===== src/rtl/kanji_fetch.sv =====
// ----------------------------------------------------------------------------
// kanji_fetch
//
// Downstream stage of the Kanji ROM I/O port block. Turns the port block's
// ram_ce/mem_addr pair into a single SDRAM byte read with a req/ack handshake.
// The fetched byte goes back to the CPU data mux, and Z80 WAIT is held until
// it is valid. A missing ack is forced to complete after TIMEOUT_CYC cycles
// with FAIL_BYTE and raises a sticky timeout flag.
//
// Optional feature macro: KANJI_PREFETCH_EN
//   When defined, the next glyph byte is prefetched after every completed
//   read, following the 32-byte auto-increment of the port (5-bit wrap).
//   A later read of that address is served from the prefetch register with
//   no SDRAM access. inval drops the prefetched byte.
//   When undefined, every read goes to SDRAM and inval is ignored.
//
// Ports
//   clk        in   system clock
//   reset_n    in   asynchronous active-low reset
//   ram_ce     in   Kanji data-port read strobe, high for the whole CPU read
//   mem_addr   in   SDRAM byte address, stable while ram_ce is high
//   inval      in   pulse: Kanji address register written
//   sdram_rd   out  one-cycle read request pulse
//   sdram_addr out  read address, held from sdram_rd until ack
//   sdram_ack  in   one-cycle pulse, sdram_dout valid in the same cycle
//   sdram_dout in   SDRAM read data
//   dout       out  byte to the CPU data mux
//   dout_oe    out  ram_ce & data_valid
//   cpu_wait   out  ram_ce & ~data_valid
//   timeout    out  sticky, set on any CPU-read timeout, cleared by reset
// ----------------------------------------------------------------------------
module kanji_fetch #(
    parameter int         ADDR_W      = 27,
    parameter int         TIMEOUT_CYC = 255,
    parameter logic [7:0] FAIL_BYTE   = 8'hFF
) (
    input  logic              clk,
    input  logic              reset_n,
    input  logic              ram_ce,
    input  logic [ADDR_W-1:0] mem_addr,
    input  logic              inval,
    output logic              sdram_rd,
    output logic [ADDR_W-1:0] sdram_addr,
    input  logic              sdram_ack,
    input  logic [7:0]        sdram_dout,
    output logic [7:0]        dout,
    output logic              dout_oe,
    output logic              cpu_wait,
    output logic              timeout
);

    localparam logic [7:0] TERM_CNT = 8'(TIMEOUT_CYC);

    typedef enum logic [2:0] {
        IDLE,
        REQ,
        WAIT_ACK,
        HOLD,
        DRAIN
`ifdef KANJI_PREFETCH_EN
        , PREF
`endif
    } state_t;

    state_t      state;
    state_t      state_next;
    logic        ram_ce_q;
    logic        ce_rise;
    logic        data_valid;
    logic        pending;
    logic        serve_pending;
    logic        idle_hit;
    logic        rd_next;
    logic        tc;
    logic [7:0]  cnt;

    assign ce_rise       = ram_ce & ~ram_ce_q;
    assign tc            = (cnt == TERM_CNT);
    // A rising edge seen while the previous read is still draining (or
    // prefetching) is served on exit, but only if the CPU is still waiting.
    assign serve_pending = (pending | ce_rise) & ram_ce;

`ifdef KANJI_PREFETCH_EN
    logic [ADDR_W-1:0] pf_addr;
    logic [ADDR_W-1:0] next_addr;
    logic [7:0]        pf_data;
    logic              pf_valid;
    logic              pf_drop;
    logic              pref_hit;

    assign next_addr = {sdram_addr[ADDR_W-1:5], sdram_addr[4:0] + 5'd1};
    assign idle_hit  = pf_valid & ~inval & (mem_addr == pf_addr);
    // A read that arrived during PREF can be served straight from the ack.
    assign pref_hit  = sdram_ack & ~pf_drop & ~inval & (mem_addr == sdram_addr);
`else
    logic unused_inval;

    assign unused_inval = inval;
    assign idle_hit     = 1'b0;
`endif

    always_ff @(posedge clk or negedge reset_n) begin
        if (!reset_n) begin
            state <= IDLE;
        end else begin
            state <= state_next;
        end
    end

    always_comb begin
        state_next = state;
        case (state)
            IDLE: begin
                if (ce_rise) begin
                    state_next = idle_hit ? HOLD : REQ;
                end
            end
            REQ: begin
                state_next = WAIT_ACK;
            end
            WAIT_ACK: begin
                // ack beats the terminal count; a CPU cycle that ended (or
                // restarted) before the ack abandons this byte.
                if (sdram_ack || tc) begin
                    state_next = HOLD;
                end else if (!ram_ce || ce_rise) begin
                    state_next = DRAIN;
                end
            end
            HOLD: begin
                if (!ram_ce) begin
`ifdef KANJI_PREFETCH_EN
                    state_next = PREF;
`else
                    state_next = IDLE;
`endif
                end
            end
            DRAIN: begin
                if (sdram_ack || tc) begin
                    state_next = serve_pending ? REQ : IDLE;
                end
            end
`ifdef KANJI_PREFETCH_EN
            PREF: begin
                if (sdram_ack || tc) begin
                    if (serve_pending) begin
                        state_next = pref_hit ? HOLD : REQ;
                    end else begin
                        state_next = IDLE;
                    end
                end
            end
`endif
            default: begin
                state_next = IDLE;
            end
        endcase
    end

    always_comb begin
        dout_oe  = ram_ce & data_valid;
        cpu_wait = ram_ce & ~data_valid;
        rd_next  = (state_next == REQ);
`ifdef KANJI_PREFETCH_EN
        rd_next  = rd_next | ((state_next == PREF) && (state != PREF));
`endif
    end

    // Datapath: address/data capture, timeout counter and the sticky flag.
    // sdram_rd is registered from the next state so it is high for exactly
    // the first cycle of REQ (or PREF).
    always_ff @(posedge clk or negedge reset_n) begin
        if (!reset_n) begin
            ram_ce_q   <= 1'b0;
            sdram_rd   <= 1'b0;
            sdram_addr <= '0;
            dout       <= 8'h00;
            data_valid <= 1'b0;
            timeout    <= 1'b0;
            cnt        <= 8'd0;
            pending    <= 1'b0;
`ifdef KANJI_PREFETCH_EN
            pf_addr    <= '0;
            pf_data    <= 8'h00;
            pf_valid   <= 1'b0;
            pf_drop    <= 1'b0;
`endif
        end else begin
            ram_ce_q <= ram_ce;
            sdram_rd <= rd_next;
            case (state)
                IDLE: begin
                    if (ce_rise) begin
                        if (idle_hit) begin
`ifdef KANJI_PREFETCH_EN
                            dout       <= pf_data;
`endif
                            data_valid <= 1'b1;
                        end else begin
                            sdram_addr <= mem_addr;
`ifdef KANJI_PREFETCH_EN
                            pf_valid   <= 1'b0;
`endif
                        end
                    end
                end
                REQ: begin
                    cnt     <= 8'd0;
                    pending <= 1'b0;
                end
                WAIT_ACK: begin
                    if (sdram_ack) begin
                        dout       <= sdram_dout;
                        data_valid <= 1'b1;
                    end else if (tc) begin
                        dout       <= FAIL_BYTE;
                        data_valid <= 1'b1;
                        timeout    <= 1'b1;
                    end else begin
                        cnt <= cnt + 8'd1;
                        if (ce_rise) begin
                            pending <= 1'b1;
                        end
                    end
                end
                HOLD: begin
                    if (!ram_ce) begin
                        data_valid <= 1'b0;
`ifdef KANJI_PREFETCH_EN
                        sdram_addr <= next_addr;
                        pf_addr    <= next_addr;
                        pf_valid   <= 1'b0;
                        pf_drop    <= inval;
                        cnt        <= 8'd0;
`endif
                    end
                end
                DRAIN: begin
                    if (sdram_ack || tc) begin
                        pending <= 1'b0;
                        if (!sdram_ack) begin
                            timeout <= 1'b1;
                        end
                        if (serve_pending) begin
                            sdram_addr <= mem_addr;
                        end
                    end else begin
                        cnt <= cnt + 8'd1;
                        if (ce_rise) begin
                            pending <= 1'b1;
                        end
                    end
                end
`ifdef KANJI_PREFETCH_EN
                PREF: begin
                    // A prefetch timeout only leaves pf_valid low; it never
                    // touches the CPU-visible timeout flag.
                    if (sdram_ack || tc) begin
                        pending <= 1'b0;
                        if (sdram_ack && !pf_drop && !inval) begin
                            pf_data  <= sdram_dout;
                            pf_valid <= 1'b1;
                        end
                        if (serve_pending) begin
                            if (pref_hit) begin
                                dout       <= sdram_dout;
                                data_valid <= 1'b1;
                            end else begin
                                sdram_addr <= mem_addr;
                                pf_valid   <= 1'b0;
                            end
                        end
                    end else begin
                        // The request cycle itself is not counted, so the
                        // ack window matches the REQ/WAIT_ACK path.
                        if (!sdram_rd) begin
                            cnt <= cnt + 8'd1;
                        end
                        if (ce_rise) begin
                            pending <= 1'b1;
                        end
                        if (inval) begin
                            pf_drop <= 1'b1;
                        end
                    end
                end
`endif
                default: begin
                end
            endcase
`ifdef KANJI_PREFETCH_EN
            if (inval) begin
                pf_valid <= 1'b0;
            end
`endif
        end
    end

endmodule


===== config.mk =====
export PLATFORM = sky130hd
export DESIGN_NAME = kanji_fetch
export DESIGN_NICKNAME = d
export VERILOG_FILES = /design/src/rtl/kanji_fetch.sv
export SDC_FILE = /design/constraint.sdc
export NUM_CORES = 1
export LEC_CHECK = 0
export CAP_MARGIN = 20
export CELL_PAD_IN_SITES_DETAIL_PLACEMENT = 1
export CELL_PAD_IN_SITES_GLOBAL_PLACEMENT = 1
export CORE_UTILIZATION = 38
export DETAILED_ROUTE_END_ITERATION = 16
export HOLD_SLACK_MARGIN = 0.08
export PLACE_DENSITY = 0.82
export SLEW_MARGIN = 20
export SYNTH_ARGS = -nofsm -noshare
export SYNTH_HDL_FRONTEND = slang
export SYNTH_SLANG_ARGS = --single-unit

===== constraint.sdc =====
create_clock -name clk -period 3.7 [get_ports clk]
set_input_delay 0.37 -clock clk [delete_from_list [all_inputs] [get_ports clk]]
set_output_delay 0.37 -clock clk [all_outputs]
set_load 0.02 [all_outputs]

---- Word-level counts from Yosys, hierarchy flattened ----
Index checks and enable logic that the tools add are counted.
cells by class
  equal/unequal tests ..................... 16
  $add $sub $neg .......................... 1
  bitwise gates (word level) .............. 7
  shifts and indexed selects .............. 0
  mux-type cells .......................... 30
  reductions and logical operators ........ 15
  div/mod/pow operators ................... 0
  magnitude comparators ................... 0
  multipliers ............................. 0
operators by type and width
  operator             number
  $mux 27              3
  $pmux 27 s2          1
  $mux 8               5
  $pmux 8 s3           1
  $ne 2x2->1 const B   9
  $mux 3               5
  $pmux 3 s5           1
  $mux 1               11
  $add 8x1->8 const B  1
  $eq 8x8->1 const B   1
  $reduce_and 4->1     2
  $reduce_bool 2->1    4
  $eq 3x1->1 const B   2
  $eq 3x2->1 const B   2
  $reduce_and 3->1     2
  $reduce_and 5->1     1
  $and 1x1->1          4
  $pmux 1 s2           2
  $eq 3x3->1 const B   1
  $logic_not 3->1      1
  $ne 3x3->1 const B   1
  $pmux 1 s3           1
  $reduce_bool 3->1    1
  $logic_or 1x1->1     2
  4 further kinds      5
word-level totals
  memories kept ........................... 0
  RAM bits ................................ 0
  bits of input ports ..................... 40
  bits in latches ......................... 0
  output and inout port bits .............. 39
  ROM bits ................................ 0
  register bits ........................... 51
  logic and storage cells ................. 78

---- Logic depth before layout (Yosys ltp) ----
  word-level depth ........................ 8
  mapped depth ............................ 9
  gate-level depth less buffers ........... 6

---- Worst setup path before layout ----
No wires, ideal clock.
  path kind ............................... register to register
  start ................................... reg cnt[0]
  end ..................................... reg sdram_addr[0]
  buffers on the path ..................... 3
  slack ................................... 1647 ps
  period minus slack after synthesis ...... 2053 ps
  data required time ...................... 3575 ps
  library setup time ...................... 125 ps
  stages on the path, launching flop included .. 10
  data arrival time ....................... 1928 ps
  cell sequence ........................... dfrtp_1 > ha_1 > and3_1 > buf_4 > a21oi_4 > o32ai_4 > nor2b_1 > buf_6 > buf_12 > mux2_4
on the way
  longest elaborated chain between the ends .. 4
RTL lines
  what                               RTL line  text
  start, declared                    75        logic [7:0] cnt;
  start signal, assigned             221       cnt <= cnt + 8'd1;
  start signal, assigned             249       cnt <= cnt + 8'd1;
  $eq 8x8->1                         78        assign tc = (cnt == TERM_CNT);
  $logic_or 1x1->1                   240       if (sdram_ack || tc) begin
  $ne 2x2->1 (no source line)        --
  $reduce_and 4->1 (no source line)  --
  end signal, assigned               201       sdram_addr <= mem_addr;
  end signal, assigned               246       sdram_addr <= mem_addr;
  end, declared                      43        output logic [ADDR_W-1:0] sdram_addr,
No other way between the ends.
A chain may end at the register's enable or synchronous reset.

---- Worst setup path after layout ----
  start ................................... reg cnt[1]
  end ..................................... reg sdram_addr[17]
Same word-level chain as after synthesis.

==> impl_metrics.py <==
metrics = {
    "drt": {
        "drcViolationCount": 0,
        "drt-initial-drc-count": 62,
        "wl_mm": 4.97,
        "wl_per_cell_um": 15.9,
        "via_count": 1576,
        "route.antenna.remaining_nets": 0,
        "dr.pass1.iters": 4,
        "vias_per_cell": 5.04,
    },
    "worst_setup_path": {
        "r2r-start": "cnt[1]",
        "slowest_stage": "buf_4",
        "path_buf_inv": 1,
        "r2r_end": "sdram_addr[17]",
        "startpoint_type": "flip-flop",
        "critical_path_required_ns": 3.89,
        "path_cells": "ha_1, and3_1, a21oi_4, o32ai_4, nor2b_4, buf_4, mux2_1",
        "cp_max_fo": 28,
        "r2r_slack_ns": 1.22,
        "cp-end-kind": "flip-flop",
        "criticalPathCategory": "reg2reg",
        "r2r_cells": 7,
        "worst_path_dominant_cell_family": "simple AND/OR/NAND/NOR gates",
        "worstPathArrival_ns": 2.66,
        "max_stage_delay_ns": 0.41,
    },
    "yosys": {
        "yosysWarnings": 0,
        "synth_common_cells": "dfrtp_1, mux2_4, nor2_1",
        "synth_ff_type": "dfrtp_1",
        "syn_area_um2": 2300,
        "synth_top_area_share_pct": 55.5,
        "yosysUniqueCellTypes": 39,
        "synth_area_leader_cell": "dfrtp_1",
        "synth.net_count": 206,
        "yosysSeqAreaShare_pct": 55.5,
        "netlist_top_cells_area": "dfrtp_1, mux2_4, mux2_1, o22a_1, xor2_1",
        "ys_seq_elements": 51,
        "netlist_instances": 165,
        "synth_most_common_cell": "dfrtp_1",
        "avgSynthCellArea_um2": 13.9,
        "synth_edf_count": 0,
        "ys_async_sr_fraction_pct": 100,
    },
    "global_route": {
        "grt_overflow": 0,
        "grt_max_degree": 30,
        "grt_pass1_vias": 1641,
        "grt_pass1_wl_mm": 8.47,
        "antenna_found_initial": 0,
        "grt_usage_pct": 17.7,
    },
    "sta": {
        "tightest_slew_ns": 0.651,
        "slew_headroom_pct": 56.4,
        "slew_viol_final": 0,
        "finalClockSkew_ns": 0.00632,
        "rsz0062_at_grt": "false",
        "period_minus_slack_ns": 2.48,
        "hold_viol_final": 0,
        "tns_ns": 0,
        "setup_viol": 0,
        "clock.fmax_ghz": 0.404,
        "min_period_over_period_pct": 67.0,
        "hold_slack_ns": 0.0882,
    },
    "clock_tree": {
        "clk_pin_slew_ns": 0.09,
        "cts_root_buffer": "clkbuf_8",
        "clkLatencyLatePin_ns": 0.30,
        "cts_hold_buf": 0,
        "clock_path_buffers": 2,
        "cts_tree": "built",
        "cts_setup_buffers": 0,
        "numCtsBuffers": 5,
        "clock_sinks": 51,
        "post_cts_resized": 0,
        "h-tree-depth": 2,
    },
    "hold_path": {
        "hp-class": "in2async",
    },
    "placed_design": {
        "place_area_um2": 3100,
        "port_buffers": 77,
        "gp_congestion": 0.683,
        "dp_cells": 307,
        "hpwl_mm": 3.65,
    },
    "die": {
        "rows": 27,
        "dieArea_um2": 6370,
        "io_pins": 79,
        "core-area_um2": 5680,
        "start_util_pct": 40.5,
        "fp.dieW_um": 79.8,
        "chipHeight_um": 79.8,
    },
    "power_and_ir_drop": {
        "leakage_uw": 0.00133,
        "total_power_uw": 2700,
        "ir_drop_v": 0.000360,
        "p_per_area_nw_per_um2": 849,
    },
    "finish": {
        "syn_to_final_growth_pct": 38.0,
        "seq_area_um2": 1280,
        "fin_nets": 283,
        "finalInstanceArea_um2": 3170,
        "drive_gt1_share_pct": 16.2,
        "layoutNonFillerInstCount": 313,
        "insertedDiodeCount": 0,
        "multi_input_area_um2": 943,
        "fillCellCount": 588,
    },
    "run": {
        "maxCapViolations": 0,
    },
    "run_status": {
        "status": "completed",
    },
}
worst reg2reg max path: stages (launching register included):
cell	delay, ns
dfrtp_1	0.39
ha_1	0.20
and3_1	0.39
a21oi_4	0.14
o32ai_4	0.29
nor2b_4	0.17
buf_4	0.41
mux2_1	0.39
report_power, final:
part           switching (uW)  internal, uW  leakage, uW  total [uW]
Sequential                172           799     0.000615         971
Clock                     169           126    0.0000361         295
Combinational             645           786     0.000681        1430
cells by family (layout without fill, tap and decap cells):
family,after synthesis,in the layout,share of synthesized area (%)
DFF,51,51,55.5
AOI/OAI and AO/OA,29,29,11.7
adders and majority gates,1,1,0.544
and+or+nand+nor,39,39,9.35
buffers and inverters,11,87,3.86
xor gates and xnor gates,6,6,2.28
muxes,28,28,16.8
through the flow:
step                      setup slack, ns  util (%)
after CTS                            1.20      55.9
after detailed placement             1.16      54.6
after global routing                 1.02      55.9
after global placement               1.19      54.6
after floorplan                      1.65         -
final                                1.22      55.9
placed cells by master, fill, tap and decap left out, drive strengths merged, types with 2 or more instances in the layout:
cell / count
clkdlybuf4s50: 76
dfrtp: 51
mux2: 28
nor2: 10
o22a: 8
nand2: 6
o21ai: 6
xor2: 5
clkbuf: 5
nand2b: 4
o2111ai: 4
nor2b: 4
and3: 3
a21oi: 3
nor3b: 3
buf: 3
nand3: 2
and2: 2
or2: 2
inv: 2
flip-flops by register name (all words and copies together) (netlist names):
signal and flops:
cnt 8, data_valid 1, dout 8, pending 1, ram_ce_q 1, sdram_addr 27
sdram_rd 1, state 3, timeout 1
per-layer routing:
layer / vias to the layer above / wire length (um) / track usage, %
met1: 786 / 2220 / 23.8
met2: 46 / 2390 / 27.2
met5: - / 0 / 0
met4: 0 / 59 / 5.89
li1: 738 / - / -
met3: 6 / 302 / 5.37
final cells by class:
type / count / share of cell area, %
multi-input combinational: 103 / 29.7
sequential: 51 / 40.2
inverter: 2 / 0.237
clock buffer: 5 / 2.17
timing repair buffer: 79 / 24.6
clock inverter: 1 / 0.237
tap: 72 / 2.84
worst max-delay path by stage:
stage	startpoint	endpoint	slack, ns	depth (start not counted)
after floorplan	cnt[0]	sdram_addr[0]	1.65	9
after global placement	ram_ce	sdram_addr[21]	1.19	6
after detailed placement	ram_ce	sdram_addr[17]	1.16	6
after CTS	cnt[1]	sdram_addr[17]	1.20	7
after global routing	cnt[0]	sdram_addr[20]	1.02	7
final	cnt[1]	sdram_addr[17]	1.22	7
No activity file was read; power rests on OpenSTA's default activity.
